## config.mk

```make
export PLATFORM = sky130hd
export DESIGN_NAME = alu_seq_ctrl
export DESIGN_NICKNAME = d
export VERILOG_FILES = /design/src/rtl/alu_seq_ctrl.sv
export SDC_FILE = /design/constraint.sdc
export NUM_CORES = 1
export LEC_CHECK = 0
export BUFFER_PORTS_ARGS = -buffer_cell sky130_fd_sc_hd__buf_2
export CAP_MARGIN = 20
export CELL_PAD_IN_SITES_DETAIL_PLACEMENT = 1
export CELL_PAD_IN_SITES_GLOBAL_PLACEMENT = 1
export CORE_AREA = 4 4 138 140
export DETAILED_ROUTE_END_ITERATION = 10
export DIE_AREA = 0 0 142 144
export PLACE_DENSITY_LB_ADDON = 0.12
export RECOVER_POWER = 50
export SETUP_SLACK_MARGIN = 0.4
export SYNTH_ARGS = -nofsm -noshare
export SYNTH_HDL_FRONTEND = slang
export SYNTH_SLANG_ARGS = --single-unit
```

## constraint.sdc

```tcl
create_clock -name clk -period 3.1 [get_ports clk]
set_input_delay 0.31 -clock clk [delete_from_list [all_inputs] [get_ports clk]]
set_output_delay 0.31 -clock clk [all_outputs]
set_load 0.02 [all_outputs]
```

## src/rtl/alu_seq_ctrl.sv

```systemverilog
// alu_seq_ctrl - valid/ready command sequencer around a small ALU with a register file and iterative MUL.
// Rev 1.0
`default_nettype none

module alu_seq_ctrl #(
   parameter int WIDTH  = 6,
   parameter int NREG   = 4,
   parameter bit MUL_EN = 1'b1
) (
   input  logic             clk,
   input  logic             rst_n,
   input  logic             cmd_valid,
   output logic             cmd_ready,
   input  logic [3:0]       cmd_op,
   input  logic [1:0]       cmd_rd,
   input  logic [1:0]       cmd_rs1,
   input  logic [1:0]       cmd_rs2,
   input  logic             cmd_imm_sel,
   input  logic [WIDTH-1:0] cmd_imm,
   output logic             res_valid,
   input  logic             res_ready,
   output logic [WIDTH-1:0] res_data,
   output logic             res_carry,
   output logic             res_zero,
   output logic             res_err
);

   typedef enum logic [1:0] {
      S_IDLE = 2'd0,
      S_MUL  = 2'd1,
      S_DONE = 2'd2
   } state_t;

   localparam logic [3:0] OP_AND = 4'b0000;
   localparam logic [3:0] OP_OR  = 4'b0001;
   localparam logic [3:0] OP_ADD = 4'b0010;
   localparam logic [3:0] OP_SLL = 4'b0011;
   localparam logic [3:0] OP_XOR = 4'b0100;
   localparam logic [3:0] OP_SRL = 4'b0101;
   localparam logic [3:0] OP_SUB = 4'b0110;
   localparam logic [3:0] OP_SRA = 4'b0111;
   localparam logic [3:0] OP_SLT = 4'b1000;
   localparam logic [3:0] OP_MUL = 4'b1001;
   localparam int         CNT_W  = $clog2(WIDTH + 1);

   state_t             state_q;
   logic [WIDTH-1:0]   regs_q [NREG];
   logic               cmd_ready_q;
   logic               res_valid_q;
   logic [WIDTH-1:0]   res_data_q;
   logic               res_carry_q;
   logic               res_zero_q;
   logic               res_err_q;
   logic [1:0]         rd_q;
   logic [2*WIDTH-1:0] mul_a_q;
   logic [2*WIDTH-1:0] mul_acc_q;
   logic [WIDTH-1:0]   mul_b_q;
   logic [CNT_W-1:0]   cnt_q;

   logic [WIDTH-1:0]   opa;
   logic [WIDTH-1:0]   opb;
   logic [WIDTH-1:0]   alu_res;
   logic               alu_carry;
   logic               op_undef;
   logic [WIDTH:0]     sum_ext;
   logic [WIDTH:0]     diff_ext;
   logic [2*WIDTH-1:0] mul_acc_d;
   logic               accept;

   assign cmd_ready = cmd_ready_q;
   assign res_valid = res_valid_q;
   assign res_data  = res_data_q;
   assign res_carry = res_carry_q;
   assign res_zero  = res_zero_q;
   assign res_err   = res_err_q;

   // r0 is held at zero in the array itself, so reads need no special case.
   always_comb begin
      opa       = regs_q[cmd_rs1];
      opb       = cmd_imm_sel ? cmd_imm : regs_q[cmd_rs2];
      sum_ext   = {1'b0, opa} + {1'b0, opb};
      diff_ext  = {1'b0, opa} - {1'b0, opb};
      alu_res   = '0;
      alu_carry = 1'b0;
      op_undef  = 1'b0;
      case (cmd_op)
         OP_AND: alu_res = opa & opb;
         OP_OR:  alu_res = opa | opb;
         OP_XOR: alu_res = opa ^ opb;
         OP_ADD: begin
            alu_res   = sum_ext[WIDTH-1:0];
            alu_carry = sum_ext[WIDTH];
         end
         OP_SUB: begin
            alu_res   = diff_ext[WIDTH-1:0];
            alu_carry = diff_ext[WIDTH];
         end
         OP_SLL: alu_res = opa << opb[2:0];
         OP_SRL: alu_res = opa >> opb[2:0];
         OP_SRA: alu_res = $unsigned($signed(opa) >>> opb[2:0]);
         OP_SLT: alu_res = {{(WIDTH-1){1'b0}}, ($signed(opa) < $signed(opb))};
         OP_MUL: op_undef = !MUL_EN;
         default: op_undef = 1'b1;
      endcase
   end

   assign mul_acc_d = mul_acc_q + (mul_b_q[0] ? mul_a_q : '0);
   assign accept    = cmd_valid && cmd_ready_q && (state_q == S_IDLE);

   always_ff @(posedge clk or negedge rst_n) begin
      if (!rst_n) begin
         state_q     <= S_IDLE;
         cmd_ready_q <= 1'b0;
         res_valid_q <= 1'b0;
         res_data_q  <= '0;
         res_carry_q <= 1'b0;
         res_zero_q  <= 1'b0;
         res_err_q   <= 1'b0;
         rd_q        <= '0;
         mul_a_q     <= '0;
         mul_acc_q   <= '0;
         mul_b_q     <= '0;
         cnt_q       <= '0;
         for (int i = 0; i < NREG; i++) regs_q[i] <= '0;
      end else begin
         case (state_q)
            S_IDLE: begin
               if (accept) begin
                  cmd_ready_q <= 1'b0;
                  if (op_undef) begin
                     state_q     <= S_DONE;
                     res_valid_q <= 1'b1;
                     res_data_q  <= '0;
                     res_carry_q <= 1'b0;
                     res_zero_q  <= 1'b1;
                     res_err_q   <= 1'b1;
                  end else if (cmd_op == OP_MUL) begin
                     state_q   <= S_MUL;
                     rd_q      <= cmd_rd;
                     mul_a_q   <= {{WIDTH{1'b0}}, opa};
                     mul_b_q   <= opb;
                     mul_acc_q <= '0;
                     cnt_q     <= '0;
                  end else begin
                     state_q     <= S_DONE;
                     res_valid_q <= 1'b1;
                     res_data_q  <= alu_res;
                     res_carry_q <= alu_carry;
                     res_zero_q  <= (alu_res == '0);
                     res_err_q   <= 1'b0;
                     if (cmd_rd != 2'd0) regs_q[cmd_rd] <= alu_res;
                  end
               end else begin
                  cmd_ready_q <= 1'b1;
               end
            end
            S_MUL: begin
               // Shift-and-add: A moves left, B right, one partial product per cycle.
               mul_acc_q <= mul_acc_d;
               mul_a_q   <= mul_a_q << 1;
               mul_b_q   <= mul_b_q >> 1;
               cnt_q     <= cnt_q + 1'b1;
               if (cnt_q == CNT_W'(WIDTH - 1)) begin
                  state_q     <= S_DONE;
                  res_valid_q <= 1'b1;
                  res_data_q  <= mul_acc_d[WIDTH-1:0];
                  res_carry_q <= |mul_acc_d[2*WIDTH-1:WIDTH];
                  res_zero_q  <= (mul_acc_d[WIDTH-1:0] == '0);
                  res_err_q   <= 1'b0;
                  if (rd_q != 2'd0) regs_q[rd_q] <= mul_acc_d[WIDTH-1:0];
               end
            end
            S_DONE: begin
               if (res_ready) begin
                  state_q     <= S_IDLE;
                  res_valid_q <= 1'b0;
                  cmd_ready_q <= 1'b1;
               end
            end
            default: begin
               state_q     <= S_IDLE;
               res_valid_q <= 1'b0;
               cmd_ready_q <= 1'b0;
            end
         endcase
      end
   end

endmodule

`default_nettype wire

```

### Word-level counts from Yosys, hierarchy flattened

Index checks and enable logic that the tools add are counted.

| storage, ports and cells | value |
|---|---|
| input port bits | 21 |
| word-level logic and storage cells | 153 |
| output and inout bits | 11 |
| register bits after elaboration | 72 |

| operators by class | value |
|---|---|
| bitwise gates (word level) | 8 |
| shift operators | 3 |
| $lt $le $gt $ge | 7 |
| eq/ne operators | 21 |
| multiplexer cells | 74 |
| reduce and logical (&&, ||, !) cells | 20 |
| add/subtract/negate cells | 4 |

Operators with widths:

| cell | number |
|---|---|
| 2-to-1 mux 24 bit | 6 |
| 2-to-1 mux 12 bit | 7 |
| 2-to-1 mux 6 bit | 14 |
| case mux 6 bit (9 select lines) | 1 |
| bitwise mux 24 bit | 2 |
| case mux 12 bit (2 select lines) | 2 |
| case mux 24 bit (2 select lines) | 1 |
| binary-select mux 6 bit (select 2 bit) | 2 |
| demux 6 bit (select 2 bit) | 2 |
| case mux 6 bit (2 select lines) | 2 |
| 2-to-1 mux 1 bit | 19 |
| equality test 4 x 3 -> 1 bit, second input constant | 4 |
| AND reduction 4 bit | 4 |
| adder 12 bit | 1 |
| >= comparator 3 bit, second input constant | 4 |
| logical NOT 6 bit | 2 |
| != test 2 bit, second input constant | 6 |
| NOT 2 -> 3 bit | 4 |
| 2-to-1 mux 2 bit | 5 |
| OR reduction 10 bit | 1 |
| 2-to-1 mux 3 bit | 3 |
| equality test 4 x 2 -> 1 bit, second input constant | 2 |
| equality test 4 bit, second input constant | 2 |
| case mux 1 bit (2 select lines) | 4 |
| other kinds (29) | 37 |

### Depth between registers and ports, before layout

Gate-level depths: netlist of run 1.

| depth | value |
|---|---|
| depth in word-level cells | 13 |
| depth in mapped cells | 15 |
| gate-level depth less buffers | 14 |

### Worst setup path before layout of run 1

No wires, ideal clock.

| timing path | value |
|---|---|
| path type | input to register |
| start | input port cmd_rs2[0] |
| end | register res_zero_q (netlist: res_zero) |
| setup slack | -19 ps |
| buffers on the path | 1 |
| arrival time | 2,999 ps |
| library setup time | 120 ps |
| stages on the path | 13 |
| cells stage by stage | buf_6 > mux4_2 > mux2i_4 > inv_2 > ha_1 > inv_1 > fa_1 > mux4_2 > nor2_1 > a21oi_1 > o22ai_2 > nor4_2 > a31o_1 |

| on the way | value |
|---|---|
| longest elaborated chain between the ends | 12 |
| elaborated cells between the ends (all ways) | 20 |
| those cells by class | 2 x add/sub; 1 x order compare; 3 x shift; 9 x mux; 4 x bitwise; 1 x reduce/logical |

Ends and longest elaborated chain:

| what | RTL line | RTL |
|---|---|---|
| start: declaration | 17 | `input logic [1:0] cmd_rs2,` |
| NOT 2 -> 3 bit (implied by the code) (*) | 80 | `opb = cmd_imm_sel ? cmd_imm : regs_q[cmd_rs2];` |
| binary-select mux 6 bit (select 2 bit) (*) | 80 |  |
| 2-to-1 mux 6 bit (implied by the code) (*) (2 in a row) | 80 |  |
| 2-to-1 mux 6 bit (*) | 80 |  |
| subtractor 6 x 6 -> 7 bit (tied with other cells) | 82 | `diff_ext = {1'b0, opa} - {1'b0, opb};` |
| case mux 6 bit (9 select lines) (*) | 86 | `case (cmd_op)` |
| logical NOT 6 bit (*) | 149 | `res_zero_q <= (alu_res == '0);` |
| 2-to-1 mux 1 bit (*) | 137 | `end else if (cmd_op == OP_MUL) begin` |
| 2-to-1 mux 1 bit (*) | 130 | `if (op_undef) begin` |
| 2-to-1 mux 1 bit (*) | 128 | `if (accept) begin` |
| case mux 1 bit (2 select lines) (*) | 126 | `case (state_q)` |
| end signal: assignment | 149 |  |
| end signal: assignment | 168 | `res_zero_q <= (mul_acc_d[WIDTH-1:0] == '0);` |
| end: declaration | 52 | `logic res_zero_q;` |

Every way passes the cells marked *; elsewhere a longest branch is shown, timed or not. The select of a mux whose other input is x is not followed.
A chain may end at the register's enable or synchronous reset.

### Worst setup path in the final report of run 1

| timing path | value |
|---|---|
| start | register regs_q[0] in the netlist's numbering |
| end | register res_zero_q (netlist: res_zero) |

| on the way | value |
|---|---|
| longest elaborated chain between the ends | 11 |
| elaborated cells between the ends (all ways) | 22 |
| those cells by class | 2 x add/sub; 1 x order compare; 3 x shift; 12 x mux; 3 x bitwise; 1 x reduce/logical |

Ends and longest elaborated chain:

| what | RTL line | RTL |
|---|---|---|
| start: declaration | 47 | `logic [WIDTH-1:0] regs_q [NREG];` |
| start signal: indexed assignment | 151 | `if (cmd_rd != 2'd0) regs_q[cmd_rd] <= alu_res;` |
| start signal: indexed assignment | 170 | `if (rd_q != 2'd0) regs_q[rd_q] <= mul_acc_d[WIDTH-1:0];` |
| binary-select mux 6 bit (select 2 bit) | 80 |  |
| 2-to-1 mux 6 bit (implied by the code) (2 in a row) | 80 |  |
| 2-to-1 mux 6 bit | 80 |  |
| subtractor 6 x 6 -> 7 bit (tied with other cells) | 82 |  |
| case mux 6 bit (9 select lines) (*) | 86 |  |
| logical NOT 6 bit (*) | 149 |  |
| 2-to-1 mux 1 bit (*) | 137 |  |
| 2-to-1 mux 1 bit (*) | 130 |  |
| 2-to-1 mux 1 bit (*) | 128 |  |
| case mux 1 bit (2 select lines) (*) | 126 |  |

Marked as above.

==> summary.txt, run 1 <==
Finish
  • Layout Area Growth over Synthesis: 35.7%
  • Total inserted antenna cells: 0
  • Share of layout cells above drive strength 1: 33.9%
  • Number of nets at the end of the flow: 755
  • Final core occ: 40.3%
  • Number of inserted filler cells in the final layout: 2048

Synthesis
  • Gate Count Post-Synth: 602
  • Distinct cell type count after synthesis: 71
  • Synth warn: 0
  • Post-synth EDFFs: 0
  • Fraction of the yosys area taken by sequential cells: 34.0%
  • Netlist Area Pre-Place: about 5300 sq um
  • Post-synthesis register bit count: 72
  • Ys async rst share: 100%
  • Mean Syn Cell Area: 8.80 sq um
  • Top FF cell, synth: sky130_fd_sc_hd__dfrtp_1
  • Number of nets in the synthesized netlist: 658

Die
  • Row Count: slightly below 50
  • Vertical extent of the die: 144 microns
  • Die width: 142 microns
  • Total die area: 20400 sq um
  • I/O pin count: 32
  • Core region area: 17800 sq um
  • Initial cell density of the core: roughly 30%

Critical path
  • CP Max Fanout: 2
  • Critical Path Max Stage Delay: 0.51 ns
  • Crit-path slowest cell: sky130_fd_sc_hd__mux4_2
  • Data arrival time of the worst path: 3.49 ns
  • Type of the worst setup path: reg2reg
  • Type of destination of the critical path: register
  • CP Launch Type: register
  • Cells along the critical path: mux4_2 -> mux2i_4 -> inv_4 -> buf_6 -> ha_4 -> inv_2 -> fa_2 -> mux4_2 -> nor2_4 -> a21oi_2 -> o22ai_4 -> buf_6 -> nor4_2 -> a31o_1
  • Data required time of the worst path: 3.33 ns
  • Count of buffer and inverter cells on the critical path: 4
  • Category of cells accounting for the largest share of critical-path delay: multiplexers

Route
  • Routed via count: 5020
  • Met2 routed wirelength: 9330 microns
  • Routed length per placed instance: 20.8 microns
  • Residual DRC count: 0
  • Antenna viol nets, final: 0
  • Overall routed net length: 19400 microns
  • Routed length on met3: 791 microns
  • Detailed Routing Iterations Pass 1: 4
  • Length of routed wiring on met1: 8920 microns
  • Average vias per placed instance: 5.39
  • Uppermost layer routed: met4
  • Iteration-0 DRC count of the detailed router: roughly 260

Power and ir drop
  • Peak supply drop: about 360 uV
  • Comb pwr share: around 51%
  • Internal power contribution: 3.46 mW
  • Power, Total: 5.83 mW
  • Power per standard cell area: a little over 800 nW/um^2
  • Switching share of power: 40.6%
  • Register share of total power: 27.3%
  • Static leakage power: 3.11 nW
  • Power share of the clock group: 22.0%
  • Switching power: between 2 and 2.5 mW

STA
  • Setup_tns: -0.933 ns
  • Slew at the pin with the worst max-slew slack: about 1.9 ns
  • Fraction of the cycle the final worst path needs: 105%
  • Worst clock skew: 0.00946 ns
  • Maximum operating frequency: around 310 MHz
  • Worst-case hold slack: 0.228 ns
  • Post-route minimum period: around 3.3 ns
  • Setup repair after global routing missed its margin: yes
  • Hold violation total from the final report: 0
  • Rel. slew slack: -24.0%
  • Setup violation total in the final timing report: 14
  • Final setup margin: -0.156 ns
  • Final Max Tran Viols: 73

Global route
  • Vias in the first global route: 5408
  • Global-route wire length before repair: 31000 microns
  • GRT Overall Usage: between 15 and 20%
  • GRT Residual Overflow: 0
  • Number of antenna violations at the first check in global routing: 0
  • Pin count of the biggest net entering global routing: between 70 and 80

Clocking
  • Sink count of the clock tree: 72
  • Number of buffers added by the clock tree synthesis step: 9
  • TritonCTS clock tree: built
  • Maximum level of the CTS H-tree: 3
  • Skew-Pair Late Insertion Delay: 0.35 ns
  • Number of buffers on the longest clock path: 2
  • Clock-pin slew on the worst setup and hold paths: approximately 0.060 ns
  • Root Driver: sky130_fd_sc_hd__clkbuf_16

Run
  • Number of max-capacitance violations reported: 1

Place
  • Worst setup slack after placement: -0.335 ns
  • Routability congestion estimate: 0.869
  • Number of port buffers: 31
  • Placed wire-length estimate: 14300 microns

Status
  • Violations in the final reports: max-capacitance violations, max-slew violations, negative setup slack
  • Status: finished with violations

Worst hold path
  • Min-Delay Path Class: in2reg
-- kinds of logic (layout without fill, tap and decap cells) --
family,Yosys count,after routing,synth area share [%]
AO/OA/AOI/OAI,179,179,22.6
buffers and inverters,62,163,4.93
XOR/XNOR,16,16,2.64
adder cells (fa/ha/maj),35,35,8.69
flip-flops,72,72,34.0
AND/OR/NAND/NOR,212,212,18.4
multiplexers,26,26,8.73
-- layer usage --
metal	vias up	track usage, %
met3	24	3.64
met4	0	6.21
li1	2353	-
met2	82	32.0
met1	2561	26.7
met5	-	0
-- worst min-delay path: stages --
cell                      delay, ns
sky130_fd_sc_hd__buf_2         0.09
sky130_fd_sc_hd__nor2_1        0.04
sky130_fd_sc_hd__nand2_1       0.06
sky130_fd_sc_hd__nand2_1       0.05
-- state kept, by name, summed over array words and instances (netlist names), 2 cells and up --
signal and flops:
res_data 6, mul_acc_q 12, mul_b_q 6, state_q 2, regs_q 24, rd_q 2
cnt_q 3, mul_a_q 12
-- synth_stat cells, types with 4 or more instances --
cell type	number	area [sq um]
sky130_fd_sc_hd__nand3_1	17	85.1
sky130_fd_sc_hd__nand2b_1	10	62.6
sky130_fd_sc_hd__a31oi_1	11	68.8
sky130_fd_sc_hd__a21oi_1	27	135
sky130_fd_sc_hd__a211oi_1	4	30.0
sky130_fd_sc_hd__xnor2_1	10	87.6
sky130_fd_sc_hd__a32oi_1	4	35.0
sky130_fd_sc_hd__and2_1	13	81.3
sky130_fd_sc_hd__inv_1	24	90.1
sky130_fd_sc_hd__nor2_1	50	188
sky130_fd_sc_hd__o21ai_1	8	40.0
sky130_fd_sc_hd__xor2_1	6	52.6
sky130_fd_sc_hd__a22oi_1	12	90.1
sky130_fd_sc_hd__mux4_2	9	203
sky130_fd_sc_hd__ha_1	32	400
sky130_fd_sc_hd__nor2b_1	9	56.3
sky130_fd_sc_hd__mux4_1	4	105
sky130_fd_sc_hd__dfrtp_1	72	1800
sky130_fd_sc_hd__nor3_1	6	30.0
sky130_fd_sc_hd__a221o_1	4	40.0
sky130_fd_sc_hd__nand2_1	90	338
sky130_fd_sc_hd__buf_2	6	30.0
sky130_fd_sc_hd__mux2i_1	11	110
sky130_fd_sc_hd__a21o_1	5	37.5
sky130_fd_sc_hd__o21ai_0	51	255
sky130_fd_sc_hd__o21bai_1	6	45.0
sky130_fd_sc_hd__clkbuf_1	25	93.8
sky130_fd_sc_hd__o211ai_1	7	52.6
-- path summary, 6_finish.rpt --
check / cells past startpoint / endpoint / from / slack, ns
setup reg to reg: 14 / res_zero$_DFFE_PN0P_ / regs_q[0]$_DFFE_PN0P_ / -0.16
min in group asynchronous: 1 / regs_q[17]$_DFFE_PN0P_ / rst_n / 0.47
setup / recovery: 14 / res_zero$_DFFE_PN0P_ / regs_q[0]$_DFFE_PN0P_ / -0.16
hold reg to reg: 0 / regs_q[22]$_DFFE_PN0P_ / regs_q[22]$_DFFE_PN0P_ / 0.40
max in group asynchronous: 1 / res_zero$_DFFE_PN0P_ / rst_n / 1.53
hold / removal: 4 / state_q[1]$_DFFE_PN0P_ / res_ready / 0.23
-- area by class of cell --
| cell class | instances | area (sq um) | area share (%) |
|---|---|---|---|
| multi-input combinational | 468 | 3740 | 52.0 |
| sequential | 72 | 1800 | 25.1 |
| timing repair buffer | 122 | 903 | 12.6 |
| tap | 229 | 287 | 3.98 |
| clock buffer | 9 | 225 | 3.13 |
| clock inverter | 6 | 133 | 1.84 |
| inverter | 26 | 103 | 1.43 |
-- power by group through the flow --
stage | combinational (mW) | sequential (mW) | clock (mW)
finish | 2.96 | 1.59 | 1.28
global route | 3.23 | 1.64 | 1.37
global placement | 2.40 | 1.59 | 0
floorplan | 1.49 | 1.55 | 0
detailed placement | 2.47 | 1.60 | 0
CTS | 2.76 | 1.59 | 1.32
-- layout by cell type, fill, tap and decap left out, types with 6 or more instances in the layout --
cell type	synthesis	layout
sky130_fd_sc_hd__a21oi_1	27	18
sky130_fd_sc_hd__a21oi_2	0	7
sky130_fd_sc_hd__a22oi_2	0	12
sky130_fd_sc_hd__a31oi_1	11	9
sky130_fd_sc_hd__and2_1	13	12
sky130_fd_sc_hd__buf_2	6	30
sky130_fd_sc_hd__buf_4	1	72
sky130_fd_sc_hd__buf_6	2	14
sky130_fd_sc_hd__clkbuf_16	0	9
sky130_fd_sc_hd__dfrtp_1	72	72
sky130_fd_sc_hd__ha_1	32	22
sky130_fd_sc_hd__ha_4	0	7
sky130_fd_sc_hd__inv_1	24	21
sky130_fd_sc_hd__mux2i_1	11	11
sky130_fd_sc_hd__mux4_2	9	11
sky130_fd_sc_hd__nand2_1	90	88
sky130_fd_sc_hd__nand2b_1	10	10
sky130_fd_sc_hd__nand3_1	17	17
sky130_fd_sc_hd__nor2_1	50	48
sky130_fd_sc_hd__nor2b_1	9	6
sky130_fd_sc_hd__o211ai_1	7	7
sky130_fd_sc_hd__o21ai_0	51	34
sky130_fd_sc_hd__o21ai_1	8	20
sky130_fd_sc_hd__o21ai_2	3	7
sky130_fd_sc_hd__xnor2_1	10	10
sky130_fd_sc_hd__xor2_1	6	6
-- timing repair --
item,4_1_cts,5_1_grt
buffers inserted,13,4
pin swaps,22,37
gates resized for setup,53,42
setup endpoints to repair,28,28
gates cloned,0,0
hold buffers,0,0
-- metrics by stage --
step,cells,cell area (sq um)
global placement,900,6240
detailed placement,900,6240
finish,932,7190
floorplan,602,5400
CTS,928,6970
global route,932,7190
No activity file was read; power rests on OpenSTA's default activity.
==> run 2: changes to the inputs <==
Settings changed: CAP_MARGIN 20 to not set, CORE_AREA 4 4 138 140 to 2 2 175 108, DIE_AREA 0 0 142 144 to 0 0 177 110.
==> run 2 against run 1 <==
  * The run still ends with max-capacitance violations, max-slew violations, negative setup slack left
  * Via count rose by 1.1%
  * Fmax rose by 4.4%
  * Combinational power fell by 5%
  * Largest cell class unchanged
  * Non-clock buffer count rose by 5
  * Wire length rose by 1.1%
  * Sequential power barely moved
  * Critical path type unchanged
  * Hold slack improved by 0.010 ns
  * Count of clock-buffer cells in the layout did not move
  * Total power fell by 3.2%
  * Register-to-register slack improved by 0.14 ns
==> summary.txt, run 2 (synthesized netlist as in run 1, its figures left out) <==
Finish
  • Number of nets at the end of the flow: 760
  • Share of layout cells above drive strength 1: 31.6%
  • Layout Area Growth over Synthesis: 32.7%
  • Largest Register: regs_q
  • Top flop regs: regs_q (24), mul_a_q (12), mul_acc_q (12)
  • Most frequent cells in the layout: 89 x sky130_fd_sc_hd__nand2_1, 86 x sky130_fd_sc_hd__buf_4, 72 x sky130_fd_sc_hd__dfrtp_1
  • Number of inserted filler cells in the final layout: ~2100
  • Max FFs per register: 24
  • Commonest non-fill, non-tap cell in the layout: sky130_fd_sc_hd__nand2_1
  • Total inserted antenna cells: 0

Power and ir drop
  • Switching share of power: 41.3%
  • Peak supply drop: 394 uV
  • Comb pwr share: 49.8%
  • Power share of the clock group: 22.0%
  • Static leakage power: approximately 3 nW
  • Register share of total power: 28.2%
  • Switching power: 2.33 mW
  • Internal power contribution: around 3.3 mW
  • Power per standard cell area: roughly 800 nW/um^2

Global route
  • Number of antenna violations at the first check in global routing: 0
  • Pin count of the biggest net entering global routing: 73
  • GRT Overall Usage: 21.2%
  • GRT Residual Overflow: 0
  • Global-route wire length before repair: 31000 microns
  • Vias in the first global route: 5229

Clocking
  • Maximum level of the CTS H-tree: 3
  • Sink count of the clock tree: 72
  • TritonCTS clock tree: built
  • Clock-pin slew on the worst setup and hold paths: roughly 0.060 ns
  • Root Driver: sky130_fd_sc_hd__clkbuf_16
  • Number of buffers added by the clock tree synthesis step: 9
  • Number of buffers on the longest clock path: 2
  • Skew-Pair Late Insertion Delay: around 0.35 ns

STA
  • Hold violation total from the final report: 0
  • Final setup margin: -0.0185 ns
  • Fraction of the cycle the final worst path needs: 101%
  • Post-route minimum period: 3.12 ns
  • Worst-case hold slack: 0.239 ns
  • Worst clock skew: 0.0117 ns
  • Slew at the pin with the worst max-slew slack: between 1.5 and 2 ns
  • Maximum operating frequency: ~320 MHz
  • Setup repair after global routing missed its margin: yes
  • Rel. slew slack: -25.7%
  • Setup violation total in the final timing report: 1
  • Final Max Tran Viols: 73

Critical path
  • R2R cell count: 13
  • Capture point of the worst path: res_zero$_DFFE_PN0P_
  • Data required time of the worst path: 3.33 ns
  • CP Launch Type: register
  • Type of the worst setup path: reg2reg
  • Worst reg2reg path startpoint: regs_q[0]$_DFFE_PN0P_
  • CP Max Fanout: 5
  • Count of buffer and inverter cells on the critical path: 3
  • Stages on the worst setup path: 13
  • Crit-path slowest cell: sky130_fd_sc_hd__mux4_2
  • Worst reg-to-reg setup slack: -0.02 ns
  • Critical Path Max Stage Delay: approximately 0.52 ns
  • Data arrival time of the worst path: 3.35 ns
  • Start point of the critical path: regs_q[0]$_DFFE_PN0P_
  • R2r endpoint: res_zero$_DFFE_PN0P_
  • Cells along the critical path: mux4_2 -> mux2i_4 -> inv_4 -> ha_4 -> inv_4 -> fa_1 -> mux4_2 -> nor2_2 -> a21oi_2 -> o22ai_2 -> buf_6 -> nor4_2 -> a31o_1
  • Type of destination of the critical path: register
  • Category of cells accounting for the largest share of critical-path delay: multiplexers

Die
  • I/O pin count: 32
  • Die width: 177 microns
  • Initial cell density of the core: 29.7%
  • Vertical extent of the die: 110 microns
  • Total die area: between 15000 and 20000 sq um
  • Core region area: 17800 sq um
  • Row Count: 38

Route
  • Average vias per placed instance: 5.35
  • Overall routed net length: 19600 microns
  • Routed length per placed instance: 20.7 microns
  • Antenna viol nets, final: 0
  • Residual DRC count: 0
  • Detailed Routing Iterations Pass 1: 4
  • Iteration-0 DRC count of the detailed router: 327
  • Routed via count: 5077

Status
  • Violations in the final reports: max-capacitance violations, max-slew violations, negative setup slack
  • Status: finished with violations

Worst hold path
  • Number of stages on the worst hold path: 4
  • Min-Delay Path Class: in2reg
  • Hold wc startpoint: res_ready

Place
  • Placed wire-length estimate: 15200 microns
  • Number of port buffers: 31
  • Routability congestion estimate: 0.865
  • Worst setup slack after placement: -0.311 ns

Run
  • Number of max-capacitance violations reported: 1
[run 2: cell types whose count changed in the layout (fill, tap and decap cells not counted), moves of 3 or more]
cell                       before  now
sky130_fd_sc_hd__clkbuf_1       0    4
sky130_fd_sc_hd__buf_4         72   86
sky130_fd_sc_hd__buf_6         14    5
sky130_fd_sc_hd__clkbuf_4       4    1
[run 2: cell type report]
| cell class | count | area [sq um] | share of cell area, % |
|---|---|---|---|
| Clock inverter | 7 | 126 | 1.80 |
| Tap cell | 240 | 300 | 4.27 |
| Clock buffer | 9 | 225 | 3.20 |
| Multi-Input combinational cell | 468 | 3600 | 51.1 |
| Timing Repair Buffer | 127 | 880 | 12.5 |
| Sequential cell | 72 | 1800 | 25.6 |
| Inverter | 26 | 105 | 1.49 |
[run 2: worst min-delay path by stage]
| stage | slack, ns | to |
|---|---|---|
| floorplan | 0.01 | cmd_ready$_DFFE_PN0P_ |
| finish | 0.24 | state_q[1]$_DFFE_PN0P_ |
| global route | 0.26 | state_q[1]$_DFFE_PN0P_ |
| detailed placement | 0.39 | regs_q[23]$_DFFE_PN0P_ |
| CTS | 0.15 | regs_q[15]$_DFFE_PN0P_ |
| global placement | 0.40 | regs_q[23]$_DFFE_PN0P_ |
[run 2: what timing repair did]
item                       in CTS  in global routing
hold buffers                    0                  0
cloned                          0                  0
gates resized for setup        40                 20
buffers inserted                6                  7
setup endpoints to repair      28                 29
pin swaps                      18                 20
[run 2: worst min-delay path, stage by stage]
cell,delay (ns)
sky130_fd_sc_hd__buf_2,0.09
sky130_fd_sc_hd__nor2_1,0.05
sky130_fd_sc_hd__nand2_1,0.06
sky130_fd_sc_hd__nand2_1,0.05
[run 2: per-stage QoR]
step                      util (%)  setup TNS [ns]  power (mW)  area [sq um]  std cells
final                         39.5         -0.0185        5.64          7040        949
after global placement        35.4           -3.93        4.03          6310        920
after CTS                     38.7         -0.0137        5.55          6890        942
after global routing          39.5           -1.05        6.03          7040        949
after floorplan                  -               0        3.04          5400        602
after detailed placement      35.4           -5.33        4.12          6310        920
[run 2: power groups by stage]
stage	clock network (mW)	logic [mW]	registers (mW)
CTS	1.27	2.70	1.58
detailed placement	0	2.52	1.59
global route	1.31	3.07	1.64
finish	1.24	2.81	1.59
floorplan	0	1.49	1.55
global placement	0	2.46	1.58
[run 2: routing by layer]
| metal | track usage, % | part of all wire, % | vias up |
|---|---|---|---|
| met5 | 0 | 0 | - |
| met4 | 4.13 | 0.94 | 0 |
| met3 | 3.98 | 5.8 | 17 |
| li1 | - | - | 2381 |
| met2 | 31.7 | 42 | 109 |
| met1 | 31.9 | 51 | 2570 |
==> run 3: changes to the inputs <==
Settings changed: CELL_PAD_IN_SITES_DETAIL_PLACEMENT 1 to 0.
==> run 3 against run 2 <==
  * The run still ends with max-capacitance violations, max-slew violations, negative setup slack left
  * Global-route usage fell by 1.1 points
  * First-iteration DRC count rose by 4.3%
  * Sequential power about the same
  * Design area up 2.6%
  * Non-clock buffer count rose by 2
  * Hold slack better by 0.0060 ns
  * Critical path depth did not move
  * Clock skew is 0.0010 ns higher
  * Largest cell class unchanged
==> summary.txt, run 3 (synthesized netlist as in run 1, its figures left out) <==
Critical path
  • CP Launch Type: register
  • Critical Path Max Stage Delay: between 0.5 and 0.6 ns
  • Type of destination of the critical path: register
  • Stages on the worst setup path: 13
  • Crit-path slowest cell: sky130_fd_sc_hd__mux4_2
  • Cells along the critical path: mux4_2 -> mux2i_4 -> inv_4 -> ha_4 -> inv_4 -> fa_2 -> mux4_2 -> nor2_2 -> a21oi_2 -> o22ai_2 -> buf_6 -> nor4_2 -> a31o_1
  • Type of the worst setup path: reg2reg
  • Worst reg-to-reg setup slack: -0.03 ns
  • CP Max Fanout: 5
  • R2R cell count: 13
  • Category of cells accounting for the largest share of critical-path delay: multiplexers
  • Data arrival time of the worst path: ~3.4 ns
  • Data required time of the worst path: around 3.3 ns
  • Count of buffer and inverter cells on the critical path: 3

Finish
  • Top flop regs: regs_q (24), mul_a_q (12), mul_acc_q (12)
  • Final core occ: 40.5%
  • Share of layout cells above drive strength 1: 34.0%
  • Largest Register: regs_q
  • Layout Area Growth over Synthesis: 36.2%
  • Final standard cell area without fillers: between 7000 and 8000 sq um
  • Number of nets at the end of the flow: 762
  • Total inserted antenna cells: 0
  • Most frequent cells in the layout: 87 x sky130_fd_sc_hd__nand2_1, 85 x sky130_fd_sc_hd__buf_4, 72 x sky130_fd_sc_hd__dfrtp_1
  • Commonest non-fill, non-tap cell in the layout: sky130_fd_sc_hd__nand2_1
  • Max FFs per register: 24

Run
  • Number of max-capacitance violations reported: 1

Power and ir drop
  • Comb pwr share: 52.3%
  • Switching power: 2.38 mW
  • Peak supply drop: 359 uV
  • Internal power contribution: between 3 and 4 mW
  • Power, Total: 5.75 mW
  • Power share of the clock group: 20.1%
  • Switching share of power: 41.4%
  • Static leakage power: 3.16 nW
  • Power per standard cell area: just under 800 nW/um^2
  • Register share of total power: 27.6%

Place
  • Number of port buffers: 31
  • Worst setup slack after placement: -0.271 ns
  • Instance area at placement: 6310 sq um
  • Placed wire-length estimate: between 10000 and 15000 microns
  • Routability congestion estimate: 0.865

Global route
  • Pin count of the biggest net entering global routing: 73
  • Global-route wire length before repair: 29400 microns
  • GRT Overall Usage: 20.1%
  • Number of antenna violations at the first check in global routing: 0
  • GRT Residual Overflow: 0
  • Vias in the first global route: 5010

Route
  • Met2 routed wirelength: 7620 microns
  • Routed length on met3: about 1100 microns
  • Routed via count: 5092
  • Residual DRC count: 0
  • Antenna viol nets, final: 0
  • Detailed Routing Iterations Pass 1: 6
  • Uppermost layer routed: met4
  • Overall routed net length: between 15000 and 20000 microns
  • Average vias per placed instance: around 5.4
  • Iteration-0 DRC count of the detailed router: ~340
  • Routed length per placed instance: 19.8 microns
  • Length of routed wiring on met1: 9800 microns

Die
  • Row Count: 38
  • Vertical extent of the die: 110 microns
  • Total die area: approximately 20000 sq um
  • I/O pin count: 32
  • Core region area: about 18000 sq um
  • Die width: 177 microns
  • Initial cell density of the core: 29.7%

STA
  • Hold violation total from the final report: 0
  • Maximum operating frequency: roughly 320 MHz
  • Worst clock skew: approximately 0.013 ns
  • Rel. slew slack: -25.8%
  • Final setup margin: -0.0336 ns
  • Setup repair after global routing missed its margin: yes
  • Fraction of the cycle the final worst path needs: 101%
  • Post-route minimum period: ~3.1 ns
  • Final Max Tran Viols: 73
  • Slew at the pin with the worst max-slew slack: 1.89 ns
  • Setup violation total in the final timing report: 3

Clocking
  • Sink count of the clock tree: 72
  • CTS Hold Buffers Added: 0
  • Root Driver: sky130_fd_sc_hd__clkbuf_16
  • Number of buffers added by the clock tree synthesis step: 9
  • Maximum level of the CTS H-tree: 3
  • Skew-Pair Late Insertion Delay: 0.34 ns
  • TritonCTS clock tree: built
  • Clock-pin slew on the worst setup and hold paths: 0.06 ns
  • Number of buffers on the longest clock path: 2

Status
  • Violations in the final reports: max-capacitance violations, max-slew violations, negative setup slack
  • Status: finished with violations

Worst hold path
  • Number of stages on the worst hold path: 4
  • Min-Delay Path Class: in2reg
-- run 3: cell types whose count changed in the layout (fill, tap and decap cells not counted), sizes merged --
cell      change
bufinv        -1
buf           +2
clkinv        +2
clkinvlp      -1
-- run 3: worst paths after layout --
| check | startpoint | to |
|---|---|---|
| worst max-delay path | regs_q[0]$_DFFE_PN0P_ | res_zero$_DFFE_PN0P_ |
| worst min-delay path | res_ready | state_q[1]$_DFFE_PN0P_ |
| worst max register to register | regs_q[0]$_DFFE_PN0P_ | res_zero$_DFFE_PN0P_ |
| worst min register to register | regs_q[23]$_DFFE_PN0P_ | regs_q[23]$_DFFE_PN0P_ |
| max in group asynchronous | rst_n | mul_a_q[2]$_DFFE_PN0P_ |
| min in group asynchronous | rst_n | regs_q[21]$_DFFE_PN0P_ |
-- run 3: cell type report --
cell class,count,area [sq um]
sequential,72,1800
timing repair buffer,129,918
inverter,26,105
clock inverter,7,103
fill,1805,10600
clock buffer,9,225
multi-input combinational,468,3770
tap,240,300
-- run 3: power groups by stage --
stage,clock (mW),combinational [mW],sequential [mW]
6_report,1.16,3.01,1.58
5_1_grt,1.24,3.28,1.65
4_1_cts,1.19,2.64,1.57
3_5_place_dp,0,2.47,1.58
3_3_place_gp,0,2.46,1.58
2_1_floorplan,0,1.49,1.55
-- run 3: metrics by stage --
stage / setup TNS (ns) / hold WS (ns) / instances
final: -0.0808 / 0.245 / 951
after detailed placement: -4.12 / 0.382 / 920
after CTS: -0.00562 / 0.154 / 939
after global placement: -3.93 / 0.400 / 920
after global routing: -1.62 / 0.258 / 951
after floorplan: 0 / 0.0144 / 602
-- run 3: what timing repair did --
item,CTS,global route
endpoints found under the setup margin,27,29
cloned,0,0
pin swaps,15,32
resized for setup,36,54
buffers inserted,3,12
-- run 3: worst min-delay path, delay by kind of cell --
family        cells  cell delay [ns]
simple gates      3             0.16
buf+inv           1             0.09
-- run 3: layer usage --
metal,GRT usage [%],up-vias
met1,30.8,2537
met5,0,-
met4,3.96,0
met2,28.7,151
met3,4.53,26
li1,-,2378
